`src/rtl/mips_pkg.sv`:
```
// Shared MIPS pipeline definitions: control-bundle bit positions and MEM-stage FSM states.
// Latency: n/a (types and constants only). Backpressure: n/a.
// Imported by the MEM stage and its MEM/WB register.
package mips_pkg;

    localparam int M_BRANCH    = 2;
    localparam int M_MEMREAD   = 1;
    localparam int M_MEMWRITE  = 0;
    localparam int WB_REGWRITE = 1;
    localparam int WB_MEMTOREG = 0;

    typedef enum logic [0:0] {
        IDLE   = 1'b0,
        ACCESS = 1'b1
    } mem_state_t;

endpackage

```
`src/rtl/mem_wb_reg.sv`:
```
// MEM/WB pipeline register with reset, load and bubble (clear WB controls, hold data).
// Latency: 1 cycle from load to outputs. Backpressure: none; holds when neither load nor bubble.
// Priority is rst > load > bubble.
module mem_wb_reg
    import mips_pkg::*;
(
    input  logic        clk,
    input  logic        rst,
    input  logic        load,
    input  logic        bubble,
    input  logic [1:0]  wb_in,
    input  logic [31:0] read_data_in,
    input  logic [31:0] alu_in,
    input  logic [4:0]  wreg_in,
    output logic [1:0]  wb_out,
    output logic [31:0] read_data_out,
    output logic [31:0] alu_out,
    output logic [4:0]  wreg_out
);

    always_ff @(posedge clk) begin
        if (rst) begin
            wb_out        <= '0;
            read_data_out <= '0;
            alu_out       <= '0;
            wreg_out      <= '0;
        end else if (load) begin
            wb_out        <= wb_in;
            read_data_out <= read_data_in;
            alu_out       <= alu_in;
            wreg_out      <= wreg_in;
        end else if (bubble) begin
            wb_out        <= '0;
        end
    end

endmodule

```
`src/rtl/mem_stage.sv`:
```
// MEM stage: data-memory req/ack access, branch resolve, MEM/WB drive. Optional MEM_TIMEOUT_EN aborts stuck accesses.
// Latency: 1 cycle for ALU/branch ops, >= 2 cycles for memory ops (IDLE cycle + ack cycle).
// Backpressure: stall holds upstream from the memory-op IDLE cycle through the ack cycle.
module mem_stage
    import mips_pkg::*;
#(
    parameter int TIMEOUT = 16,
    parameter int AW      = 32
) (
    input  logic          clk,
    input  logic          rst,
    input  logic [1:0]    WB,
    input  logic [2:0]    M,
    input  logic [31:0]   PC,
    input  logic          zero,
    input  logic [31:0]   ALUresult,
    input  logic [31:0]   writeData,
    input  logic [4:0]    writeRegister,
    output logic          mem_req,
    output logic          mem_we,
    output logic [AW-1:0] mem_addr,
    output logic [31:0]   mem_wdata,
    input  logic [31:0]   mem_rdata,
    input  logic          mem_ack,
    output logic          stall,
    output logic          PCSrc,
    output logic [31:0]   branch_target,
    output logic [1:0]    WB_output,
    output logic [31:0]   readData_output,
    output logic [31:0]   ALUresult_output,
    output logic [4:0]    writeRegister_output,
    output logic          mem_err
);

    mem_state_t state, state_nxt;
    logic       mem_op;
    logic       done;
    logic       abort;
    logic       wb_load;
    logic       wb_bubble;
    logic [31:0] rdata_sel;

    assign mem_op = M[M_MEMREAD] | M[M_MEMWRITE];

`ifdef MEM_TIMEOUT_EN
    localparam int CW = $clog2(TIMEOUT + 1);
    logic [CW-1:0] cnt;
    logic          err_q;

    assign abort   = (state == ACCESS) && !mem_ack && (cnt == CW'(TIMEOUT - 1));
    assign mem_err = err_q;
`else
    logic unused_timeout;
    assign unused_timeout = (TIMEOUT > 0);
    assign abort          = 1'b0;
    assign mem_err        = 1'b0;
`endif

    // done marks the cycle after completion: upstream is still frozen on the
    // retired instruction, so it must not launch a second access.
    always_ff @(posedge clk) begin
        if (rst) begin
            state <= IDLE;
            done  <= 1'b0;
        end else begin
            state <= state_nxt;
            done  <= (state == ACCESS) && (mem_ack || abort);
        end
    end

`ifdef MEM_TIMEOUT_EN
    always_ff @(posedge clk) begin
        if (rst) begin
            cnt   <= '0;
            err_q <= 1'b0;
        end else begin
            cnt   <= (state == ACCESS && !mem_ack) ? cnt + 1'b1 : '0;
            err_q <= abort;
        end
    end
`endif

    always_comb begin
        state_nxt = state;
        case (state)
            IDLE:    if (mem_op && !done) state_nxt = ACCESS;
            ACCESS:  if (mem_ack || abort) state_nxt = IDLE;
            default: state_nxt = IDLE;
        endcase
    end

    always_comb begin
        mem_req   = 1'b0;
        mem_we    = 1'b0;
        stall     = 1'b0;
        wb_load   = 1'b0;
        rdata_sel = '0;
        case (state)
            IDLE: begin
                stall   = mem_op && !done;
                wb_load = !mem_op;
            end
            ACCESS: begin
                mem_req = 1'b1;
                mem_we  = M[M_MEMWRITE];
                stall   = 1'b1;
                wb_load = mem_ack;
                // Write wins on the illegal read+write encoding.
                if (mem_ack && M[M_MEMREAD] && !M[M_MEMWRITE])
                    rdata_sel = mem_rdata;
            end
            default: ;
        endcase
        wb_bubble = !wb_load;
    end

    assign mem_addr      = ALUresult[AW-1:0];
    assign mem_wdata     = writeData;
    assign branch_target = PC;
    assign PCSrc         = M[M_BRANCH] & zero & ~stall;

    mem_wb_reg u_mem_wb_reg (
        .clk           (clk),
        .rst           (rst),
        .load          (wb_load),
        .bubble        (wb_bubble),
        .wb_in         (WB),
        .read_data_in  (rdata_sel),
        .alu_in        (ALUresult),
        .wreg_in       (writeRegister),
        .wb_out        (WB_output),
        .read_data_out (readData_output),
        .alu_out       (ALUresult_output),
        .wreg_out      (writeRegister_output)
    );

endmodule

```
`config.mk`:
```
export PLATFORM = sky130hd
export DESIGN_NAME = mem_stage
export DESIGN_NICKNAME = d
export VERILOG_FILES = /design/src/rtl/mips_pkg.sv /design/src/rtl/mem_wb_reg.sv /design/src/rtl/mem_stage.sv
export SDC_FILE = /design/constraint.sdc
export NUM_CORES = 1
export LEC_CHECK = 0
export BUFFER_PORTS_ARGS = -buffer_cell sky130_fd_sc_hd__buf_2
export CORE_AREA = 3 3 122 124
export CTS_BUF_LIST = sky130_fd_sc_hd__clkbuf_16
export CTS_CLUSTER_SIZE = 16
export DETAILED_ROUTE_END_ITERATION = 12
export DIE_AREA = 0 0 125 127
export PLACE_DENSITY = 0.59
export SKIP_CTS_REPAIR_TIMING = 1
export SLEW_MARGIN = 20
export SYNTH_ARGS = -nofsm -noshare
export SYNTH_HDL_FRONTEND = slang
export SYNTH_SLANG_ARGS = --single-unit
```
`constraint.sdc`:
```
create_clock -name clk -period 1.5 [get_ports clk]
set_input_delay 0.225 -clock clk [delete_from_list [all_inputs] [get_ports clk]]
set_output_delay 0.225 -clock clk [all_outputs]
set_load 0.02 [all_outputs]
```
# --- Yosys cells after proc, flatten, opt, wreduce, memory -nomap -nowiden ---
# Index checks and enable logic that the tools add are counted.
classes:
  n_addsub: 0
  multipliers: 0
  n_div: 0
  magnitude_cmp: 0
  n_eq_ne: 0
  shifts: 0
  muxes: 9
  bitwise: 6
  reduce_logical: 8
ops:
  columns: ["op", "n"]
  rows:
  - ["two-way mux 32 bit", 2]
  - ["one-hot mux 1 bit (2 select lines)", 3]
  - ["logical AND 1 bit", 4]
  - ["two-way mux 1 bit", 4]
  - ["zero test 1 bit", 3]
  - ["inverter 1 bit", 3]
  - ["AND 1 bit", 2]
  - ["OR reduction 2 bit", 1]
  - ["OR 1 bit", 1]
word_totals:
  reg_bits: 73
  latchBits: 0
  mem_bits_rw: 0
  romBits: 0
  wordCells: 29
  memories: 0

# --- Longest topological paths before layout ---
depth:
  ltp_word: 5
  ltp_mapped: 5
  mapped_depth_nobuf: 3

# --- Hierarchy ---
# Synthesis repeated with hierarchy kept, for this count alone.
unflattened:
  hier_cells: 379
  area_unflattened_um2: 3590.9
modules_own_cells:
  columns: ["mod", "n_inst", "cells_each", "area_per_inst_um2", "seq_area_each_um2"]
  rows:
  - ["mem_wb_reg", 1, 231, 2501.1, 1421.4]
  - ["mem_stage", 1, 148, 1089.8, 40.0]

# --- Least setup slack after synthesis ---
# No wires, ideal clock.
synth_path:
  path_type: "register to register"
  startpoint: "reg state"
  endpoint: "reg u_mem_wb_reg.read_data_out[10]"
  setup_ns: 0.059
  arrival_ns: 1.272
  slack_ns: 0.169
  stages_incl_launch_ff: 5
  cell_sequence: "dfxtp_1 > nand2_2 > nor4b_4 > buf_6 > a22o_1"
synth_via:
  elab_chain_cells: 2
  elab_cells_between_ends: 3
  cone_classes: "mux (2); bitwise (1)"
synth_lines:
  columns: ["item", "line", "rtl"]
  rows:
  - ["from (decl)", "mem_stage.sv:35", "mem_state_t state, state_nxt;"]
  - ["from (signal assigned)", "mem_stage.sv:66", "state <= state_nxt;"]
  - ["inverter 1 bit", null, null]
  - ["one-hot mux 1 bit (2 select lines)", "mem_stage.sv:98", "case (state)"]
  - ["to (signal assigned)", "mem_wb_reg.sv:29", "read_data_out <= read_data_in;"]
  - ["to (decl)", "mem_wb_reg.sv:16", "output logic [31:0] read_data_out,"]
# Parallel ways exist; a longest one is shown, timed or not.
# A chain may end at the register's enable or synchronous reset.

# --- Worst setup path in the final report ---
layout_path:
  startpoint: "reg state"
  endpoint: "out PCSrc"
layout_via:
  elab_chain_cells: 4
layout_lines:
  columns: ["item", "line", "rtl"]
  rows:
  - ["inverter 1 bit", null, null]
  - ["one-hot mux 1 bit (2 select lines) (*)", "mem_stage.sv:98", null]
  - ["inverter 1 bit (*)", "mem_stage.sv:120", "assign PCSrc = M[M_BRANCH] & zero & ~stall;"]
  - ["AND 1 bit (*)", "mem_stage.sv:120", null]
  - ["to (decl)", "mem_stage.sv:26", "output logic PCSrc,"]
# Mark *: on every way between the ends. The rest lies on a longest branch, timed or not.

==> results.md <==
- The flow ran to the end, and the final reports show no timing, DRC or antenna violations.
- After detailed routing, the number of vias per cell comes to around 4.5.
- The routed design could run at a clock period as short as 1.49 ns.
- After synthesis, the mean cell area works out to 9.53 um2.
- The critical path class is flip-flop to output pin.
- The overall routing resource usage is 11.1%.
- The cell sitting at the root of the clock tree is a sky130_fd_sc_hd__clkbuf_16.
- The type of the most critical hold path is primary input to flip-flop.
- From synthesis to final layout, the design area changed by 21.9%.
- The top-level port count is about 310.
- The number of buffers added on ports is about 180.
- The count of maximum capacitance violations is 0.
- Once detail routing completed, the nets flagged for antenna violations numbered 0.
- Yosys mapped a number of flops with a built-in enable equal to 0.
- The share of synthesized area in the top cell type comes to a little over two fifths.
- Setup repair after global routing could not meet its margin everywhere.
- The worst setup slack for register-to-register paths is around 0.1 ns.
- The power per cell area is between 1000 and 1500 nW/um2.
- The deepest level of the CTS H-tree is 3.
- The most frequent cell after synthesis is sky130_fd_sc_hd__buf_4.
- For the worst-skew pair, the clock arrives at the later sink with an insertion delay of ~0.33 ns.
- After detailed routing, the number of remaining DRC violations is 0.
- The number of clock sinks is 73.
- The total overflow left after global routing is 0.
- The max-slew violation count came to 0.
- The largest net degree at the start of global routing is 70.
- The share of synthesized registers carrying an async set or reset is 0%.
- STA classifies the critical path endpoint as an output pin.
- In this run the critical register-to-register path is captured at u_mem_wb_reg.alu_out[28]$_SDFFE_PP0P_.
- The worst-case hold slack is roughly 0.11 ns.
- By count the netlist is led by sky130_fd_sc_hd__buf_4 (100), sky130_fd_sc_hd__dfxtp_1 (73), sky130_fd_sc_hd__a21oi_1 (37), sky130_fd_sc_hd__nand3b_1 (37), sky130_fd_sc_hd__a22o_1 (32).
- TritonCTS created 9 clock buffers.
- For this run, the top clock speed supported by timing is approximately 670 MHz.
- The area of the core is approximately 14000 um2.
- The worst-case IR drop observed on VDD is ~0.42 mV.
- The data arrival at the endpoint of the critical path is 1.27 ns.
- The count of cells along the worst register-to-register path is 6.
- Ranked by total cell area, the synthesized netlist is headed by sky130_fd_sc_hd__dfxtp_1 (43%), sky130_fd_sc_hd__buf_4 (22%), sky130_fd_sc_hd__a22o_1 (8.3%), sky130_fd_sc_hd__nand3b_1 (8.2%), sky130_fd_sc_hd__a21oi_1 (5.5%).
- The horizontal extent of the die is 125 um.
- The prevailing post-synth register cell is sky130_fd_sc_hd__dfxtp_1.
- The final RePlAce weighted congestion is ~0.77.
- The placed instances occupy a cell area of approximately 3800 um2.
- After synthesis, flip-flops and latches occupy a little over two fifths of the total area.
- After floorplanning, the core was divided into 43 placement rows.
- In this run the cell area of the synthesized design comes to 3390 um2.
- The hold violation total from the final report is 0.
- The first routing iteration left 149 violations.
- The total wirelength of the detailed-routed design is approximately 9500 um.
- The standby leakage power is between 1.5 and 2 nW.
- Clock-pin slew was measured on the worst setup and hold paths at approximately 0.06 ns.
- The post-synthesis net count is between 400 and 500.
- The critical path launch point type is a flip-flop.
- The source of the worst hold timing path is mem_rdata[6].
- Along the worst hold path, the cell count comes to 2.
- TritonCTS built the clock tree.
- The synthesized design spends more area on one cell type than any other, namely sky130_fd_sc_hd__dfxtp_1.
- The half-perimeter wire length of the detailed placement result is roughly 6600 um.
- For hold timing, the worst endpoint is u_mem_wb_reg.read_data_out[6]$_SDFFE_PP0P_.
- Across all layers, the routed design uses roughly 2800 vias.
- The initial antenna violation count is 0.
- The wire length of the first global-routing pass is between 10000 and 15000 um.
- The die is 127 um tall.
- The via count of the first global-routing pass was 2748.
- In this run, synthesis produced a sequential element count of 73.
- The highest fanout seen on the critical path is 3.
- STA puts the critical path data required time at 1.27 ns.
- The launch point of the worst reg-to-reg path is state$_SDFF_PP0_.
- The final routed wire length divided by cell count is roughly 15 um.
- Setup violations remaining at the end of the flow were counted as 0.
- The overall die area is approximately 16000 um2.
- Yosys mapped the design onto 23 distinct sky130hd cell types.
- The number of buffers on the longest clock path is 2.
- Counting every instance in the synthesized netlist gives between 300 and 400.
- Once placement completed, the tool counted placed cells totaling ~610.
- The fraction of final layout cells sized beyond drive strength 1 is 49.7%.
- The final cycle utilization of the critical path is just under 100%.
- The final cell count without fillers is between 600 and 700.
- 0 antenna diodes ended up in the layout.
- The initial core utilization is about 24%.
- The first detailed-routing pass ran for 4 iterations.
- The net count of the finished layout is 584.
- Clock skew on the completed layout was measured at roughly 0.0036 ns.
- Once layout is complete, the utilization of the core stands at 29.8%.
- Yosys printed 0 warnings.
- The finished cells cover between 4000 and 5000 um2.
## how the worst max path moves through the flow
| stage | cells after the start | end | slack (ns) | from |
|---|---|---|---|---|
| 6_report | 4 | PCSrc | 0.009 | state$_SDFF_PP0_ |
| 5_1_grt | 4 | PCSrc | -0.04 | state$_SDFF_PP0_ |
| 4_1_cts | 3 | u_mem_wb_reg.read_data_out[31]$_SDFFE_PP0P_ | -0.29 | state$_SDFF_PP0_ |
| 3_5_place_dp | 4 | u_mem_wb_reg.read_data_out[17]$_SDFFE_PP0P_ | -0.33 | mem_ack |
| 3_3_place_gp | 4 | u_mem_wb_reg.read_data_out[7]$_SDFFE_PP0P_ | -0.27 | mem_ack |
| 2_1_floorplan | 4 | u_mem_wb_reg.read_data_out[10]$_SDFFE_PP0P_ | 0.17 | state$_SDFF_PP0_ |
## layout make-up
cell class                 count  area (um2)
fill                        1473        9740
sequential                    73        1460
timing repair buffer         199        1100
multi-input combinational    158        1070
clock buffer                   9         225
tap                          180         225
clock inverter                 7        47.5
inverter                       1        3.75
## cell usage in the layout, fill, tap and decap left out
cell / n
sky130_fd_sc_hd__buf_4: 9
sky130_fd_sc_hd__buf_6: 3
sky130_fd_sc_hd__and2_2: 1
sky130_fd_sc_hd__conb_1: 1
sky130_fd_sc_hd__nor3_4: 2
sky130_fd_sc_hd__and2_1: 1
sky130_fd_sc_hd__inv_6: 1
sky130_fd_sc_hd__inv_1: 2
sky130_fd_sc_hd__a21oi_1: 37
sky130_fd_sc_hd__clkinv_2: 1
sky130_fd_sc_hd__dfxtp_2: 1
sky130_fd_sc_hd__buf_12: 1
sky130_fd_sc_hd__nor3_1: 1
sky130_fd_sc_hd__buf_16: 1
sky130_fd_sc_hd__o21ba_4: 1
sky130_fd_sc_hd__and3_4: 1
sky130_fd_sc_hd__buf_2: 183
sky130_fd_sc_hd__nand2_2: 1
sky130_fd_sc_hd__buf_8: 1
sky130_fd_sc_hd__o21ai_0: 30
sky130_fd_sc_hd__clkinvlp_4: 4
sky130_fd_sc_hd__nor2_1: 3
sky130_fd_sc_hd__nand3b_1: 37
sky130_fd_sc_hd__a22o_1: 32
sky130_fd_sc_hd__nor3b_1: 2
sky130_fd_sc_hd__dfxtp_1: 72
sky130_fd_sc_hd__o21ai_1: 7
sky130_fd_sc_hd__nor4b_4: 1
sky130_fd_sc_hd__clkbuf_16: 10
## critical path, stage by stage, from the launching register on
cell                      delay [ns]
sky130_fd_sc_hd__dfxtp_2        0.33
sky130_fd_sc_hd__buf_6          0.11
sky130_fd_sc_hd__o21ba_4        0.22
sky130_fd_sc_hd__and3_4         0.17
sky130_fd_sc_hd__buf_6          0.11
## cells by family after synthesis
logic type	Yosys count	share of synthesized area (%)
compound gates	107	19.5
buf+inv	125	26.2
flops	73	43.1
other cells	1	0.111
simple gates	50	11.2
## power by group
group / leakage (nW) / switching [mW] / internal [mW]
logic: 1.20 / 0.449 / 0.306
clock network: 0.125 / 0.833 / 1.11
registers: 0.595 / 0.0429 / 2.03
## registers in the layout, summed over array words and instances (netlist names)
signal,count
done,1
state,1
u_mem_wb_reg.alu_out,32
u_mem_wb_reg.read_data_out,32
u_mem_wb_reg.wb_out,2
u_mem_wb_reg.wreg_out,5
## metal layers
metal	wire [um]	up-vias	track usage (%)
li1	-	1312	-
met1	3730	1319	12.3
met2	4730	128	19.0
met3	760	38	3.97
met4	246	0	5.29
met5	0	-	0
## through the flow
| step | worst slack, ns | TNS [ns] | total power [mW] |
|---|---|---|---|
| after floorplan | 0.169 | 0 | 2.83 |
| after global placement | -0.271 | -8.60 | 2.82 |
| after detailed placement | -0.328 | -9.86 | 2.84 |
| after CTS | -0.292 | -8.75 | 4.84 |
| after global routing | -0.0411 | -0.0411 | 5.02 |
| final | 0.00897 | 0 | 4.77 |
No activity file was read; power rests on OpenSTA's default activity.
